==> src/rtl/dat_mem_seq.sv <==
// dat_mem_seq
//   Single-port data memory with a request/done handshake, registered read
//   data and a built-in clear sequencer. After reset, or whenever clr is
//   sampled high, every word is swept to INIT_VAL before traffic is accepted.
//
// Parameters:
//   DW        data word width
//   AW        address width, depth = 2**AW
//   INIT_VAL  value written to every word by the clear sweep
//
// Ports:
//   clk      clock, rising edge
//   reset    synchronous active-high reset, highest priority
//   clr      restart the clear sweep (beats any request on the same edge)
//   req      access request, honoured only while ready=1
//   wr_en    1 = write, 0 = read (qualified by req)
//   addr     word address
//   dat_in   write data
//   ready    high in IDLE, decoded from the state register only
//   done     registered one-cycle pulse per accepted request
//   dat_out  registered read data, holds between reads
module dat_mem_seq #(
    parameter int              DW       = 8,
    parameter int              AW       = 8,
    parameter logic [DW-1:0]   INIT_VAL = '0
) (
    input  logic          clk,
    input  logic          reset,
    input  logic          clr,
    input  logic          req,
    input  logic          wr_en,
    input  logic [AW-1:0] addr,
    input  logic [DW-1:0] dat_in,
    output logic          ready,
    output logic          done,
    output logic [DW-1:0] dat_out
);

    localparam int DEPTH = 1 << AW;

    typedef enum logic {
        ST_CLEAR = 1'b0,
        ST_IDLE  = 1'b1
    } state_t;

    state_t        state_q, state_d;
    logic [AW-1:0] ptr_q, ptr_d;
    logic          done_q, done_d;
    logic [DW-1:0] dat_out_q;

    // Single write port shared by the sweep and by normal writes.
    logic          mem_we;
    logic [AW-1:0] mem_waddr;
    logic [DW-1:0] mem_wdata;
    logic          mem_re;

    logic [DW-1:0] core [DEPTH];

    // Next-state and memory-port control. clr outranks both the sweep and
    // any request, so a colliding request is simply dropped.
    always_comb begin
        state_d   = state_q;
        ptr_d     = ptr_q;
        done_d    = 1'b0;
        mem_we    = 1'b0;
        mem_waddr = addr;
        mem_wdata = dat_in;
        mem_re    = 1'b0;

        if (clr) begin
            state_d = ST_CLEAR;
            ptr_d   = '0;
        end else if (state_q == ST_CLEAR) begin
            mem_we    = 1'b1;
            mem_waddr = ptr_q;
            mem_wdata = INIT_VAL;
            ptr_d     = ptr_q + 1'b1;
            // Last word written on this edge: traffic may start next cycle.
            if (ptr_q == '1) begin
                state_d = ST_IDLE;
            end
        end else if (req) begin
            done_d = 1'b1;
            if (wr_en) begin
                mem_we = 1'b1;
            end else begin
                mem_re = 1'b1;
            end
        end
    end

    always_ff @(posedge clk) begin
        if (reset) begin
            state_q <= ST_CLEAR;
            ptr_q   <= '0;
            done_q  <= 1'b0;
        end else begin
            state_q <= state_d;
            ptr_q   <= ptr_d;
            done_q  <= done_d;
        end
    end

    // Memory array with registered read. Contents are never reset; the
    // sweep initialises them. The output register has a synchronous reset.
    always_ff @(posedge clk) begin
        if (mem_we && !reset) begin
            core[mem_waddr] <= mem_wdata;
        end
        if (reset) begin
            dat_out_q <= '0;
        end else if (mem_re) begin
            dat_out_q <= core[addr];
        end
    end

    assign ready   = (state_q == ST_IDLE);
    assign done    = done_q;
    assign dat_out = dat_out_q;

endmodule

==> config.mk <==
export PLATFORM = sky130hd
export DESIGN_NAME = dat_mem_seq
export DESIGN_NICKNAME = d
export VERILOG_FILES = /design/src/rtl/dat_mem_seq.sv
export SDC_FILE = /design/constraint.sdc
export NUM_CORES = 2
export LEC_CHECK = 0
export BUFFER_PORTS_ARGS = -buffer_cell sky130_fd_sc_hd__buf_2
export CORE_UTILIZATION = 25
export CTS_CLUSTER_SIZE = 14
export DETAILED_ROUTE_END_ITERATION = 10
export GPL_TIMING_DRIVEN = 0
export PLACE_DENSITY_LB_ADDON = 0.2
export SYNTH_ARGS = -nofsm -noshare
export SYNTH_HDL_FRONTEND = slang
export SYNTH_SLANG_ARGS = --single-unit
==> constraint.sdc <==
create_clock -name clk -period 5.3 [get_ports clk]
set_input_delay 0 -clock clk [delete_from_list [all_inputs] [get_ports clk]]
set_output_delay 0 -clock clk [all_outputs]
set_load 0.005 [all_outputs]
==> reports/metrics.yaml <==
route:
  drt_wl_total_mm: 374
  drtAntennaViolNets: 0
  via_count: 46775
  wl_met2_mm: 168
  drc: 0
  wl_met3_mm: 35.0
  routed.top_layer: "met5"
  wl_met1_mm: 148
  wl_per_cell_um: 42.5
  first_pass_iters: 8
  first_iter_violations: 7675
  viasPerCell: 5.31
job:
  cap_violations: 9
logic_synthesis:
  synthesis.nets: 3974
  seq_area_frac_synth_pct: 75.7
  synth_enable_flop_cells: 2048
  synth_top_cell_by_area: "edfxtp_1"
  ys_types: 77
  syn_avg_cell_area_um2: 20.7
  ys_warn_count: 0
  netlist_area_mm2: 0.0818
  synth_seq_cells: 2066
  syn_inst: 3952
  async_flop_share_pct: 0
  synth.area.top_cells: "edfxtp_1 (75%), mux4_2 (8.2%), mux4_1 (4.2%)"
  ys.flop_type: "edfxtp_1"
  synth_top_area_share_pct: 75.2
die:
  rows: 209
  core-area_mm2: 0.325
  initial_utilization_pct: 25.2
  io_pins: 31
  die_area_mm2: 0.329
  die_height_um: 574
  die_width_um: 574
clock_tree:
  cts_buffers: 224
  clk_path_buf_depth: 3
  cts_sinks: 2066
  post_cts_buffers: 0
  path_clk_slew_ns: 0.06
  cts_max_level: 4
  clock_latency_ns: 0.91
  tritoncts: "done"
  cts-root-buf: "clkbuf_16"
setup_path:
  critPathTopFamily: "buffers and inverters"
  timing.critical_path.buf_inv: 7
  cp_common_cell: "buf_2"
  cp-end-kind: "flip-flop"
  path_max_fanout: 11
  cp.required_ns: 5.80
  max_stage_delay_ns: 0.98
  startpoint_type: "input pin"
  crit_slowest_cell: "buf_2"
  critPathKind: "in2reg"
  cp_cell_sequence: "buf_6, buf_6, buf_4, buf_4, buf_2, buf_2, nand3b_1, nand2_1, nand3_1, buf_2, nor2_1"
  cp.arrival_ns: 6.04
timing:
  fin_crit_ns: 5.54
  hold_viol_final: 0
  tightest_slew_ns: 1.61
  final-max-slew-violation-count: 73
  rsz0062_at_grt: "no"
  fmax_mhz: 181
  min_period_over_period_pct: 105
  finClkSkew_ns: 0.0504
  maxSlewHeadroom_pct: -10.3
  setup_violations: 80
  holdWs_ns: 0.262
  setup_ws_ns: -0.239
power:
  cellPowerDensity_mw_per_mm2: 378
  p_leak_uw: 0.0303
  max-vdd-ir-drop_mv: 0.331
final_layout:
  final_cells: 8805
  multiInputGateArea_mm2: 0.0180
  nFillCells: 31812
  nNetsFinal: 4290
  synthToLayoutAreaGrowth_pct: 17.3
  drive_above_1_share_pct: 20.8
  regArea_mm2: 0.0619
grt:
  first_global_vias: 44265
  overflow: 0
  antenna_found_initial: 42
  grt_use_total_pct: 22.2
  grt_max_degree: 89
  grt_pass1_wl_mm: 473
worst_hold_path:
  hp-class: "in2reg"
placed_design:
  placed_cells: 8352
  place_hpwl_mm: 247
  io_buffers: 28
  place.gp.congestion: 0.948
  dp_slack_ns: -1.27
outcome:
  status: "complete, but fails checks"
  violations: "capacitance limit, slew limit, setup timing"
placed cells by master (no fill, tap or decap), drive strengths merged, types with 9 or more instances in the layout:
cell and instances:
nor4 12, dlygate4sd3 16, inv 10, clkbuf 376, o21ai 41, a22o 11, nor3 30, or3 11
o221ai 38, buf 220, nor2 316, clkinv 104, diode 18, a22oi 40, mux2i 239, nand2 111
a211oi 29, nand3b 13, bufinv 21, a221oi 9, and2 22, nand3 45, a21oi 50, a2111oi 26
mux4 426, o22ai 76, dfxtp 18, edfxtp 2048
report_power, final:
group,switching (µW),internal (µW),total [µW]
clock,6880,8920,15800
sequential,3.31,18000,18000
combinational,1850,633,2480
logic make-up (layout without fill, tap and decap cells):
logic type	after synthesis	in the layout	share of synthesized area (%)
and+or+nand+nor	596	596	3.21
buffers and inverters	243	753	2.48
DFF	2066	2066	75.7
other	0	18	0
muxes	670	670	15.3
adders and majority gates	1	1	0.0153
AOI/OAI and AO/OA	371	371	3.26
xor gates and xnor gates	5	5	0.0536
final cells by class:
type                            instances  area share [%]
Antenna cell                           18          0.0470
Buffer                                237            2.13
Clock buffer                          287            6.19
Clock inverter                        133            1.38
Inverter                                5          0.0196
Multi-Input combinational cell       1643            18.7
Sequential cell                      2066            64.5
Tap cell                             4325            5.64
Timing Repair Buffer                   91            1.38
what timing repair did:
action                                  4_1_cts  5_1_grt
resized for setup                             5        0
hold buffers                                 16        0
hold endpoints to repair                    635        0
endpoints found under the setup margin       88        0
Yosys cell counts, types with 11 or more instances:
cell and count:
o21ai_0 38, nor3_1 30, buf_2 63, o221ai_1 38
a211oi_1 29, o22ai_1 76, buf_12 11, clkbuf_1 65
a21oi_1 50, dfxtp_1 18, edfxtp_1 2048, mux2i_1 239
and2_1 19, clkbuf_8 24, nor4_1 12, buf_4 15
mux4_2 296, buf_8 33, nand3b_1 12, a22oi_1 40
nand2_1 111, nand3_1 45, nor2_1 315, a2111oi_0 22
mux4_1 130, buf_6 25
registers in the layout, indices dropped and copies added (netlist names):
name and count:
core 2048, dat_out 8, done 1, ptr_q 8, ready 1
path summary, 6_finish.rpt:
check                               endpoint  startpoint  slack, ns  cells past startpoint
worst max-delay path            core[177][1]     addr[1]      -0.24                     11
worst min-delay path              core[4][2]   dat_in[2]       0.26                      3
worst max register to register  core[177][1]       ready       0.18                      8
worst min register to register      ptr_q[5]    ptr_q[5]       0.55                      2
worst min-delay path: stages:
cell and delay (ns):
dlygate4sd3_1 0.54, buf_2 0.13, and2_4 0.26
metal layers:
layer / global-route usage, % / vias up
met5: 0 / -
met4: 11.4 / 4
met3: 5.91 / 777
met2: 34.5 / 2898
met1: 28.4 / 25832
li1: - / 17264
through the flow:
stage	cell area (µm²)	TNS, ns	utilization, %	power, µW
2_1_floorplan	81800	0	-	19400
3_3_place_gp	87300	-	26.9	20800
3_5_place_dp	88400	-627.02	27.2	20700
4_1_cts	95900	0	29.5	36200
5_1_grt	95900	0	29.5	36800
6_report	95900	-12.96	29.5	36200
No activity file was read; power rests on OpenSTA's default activity.
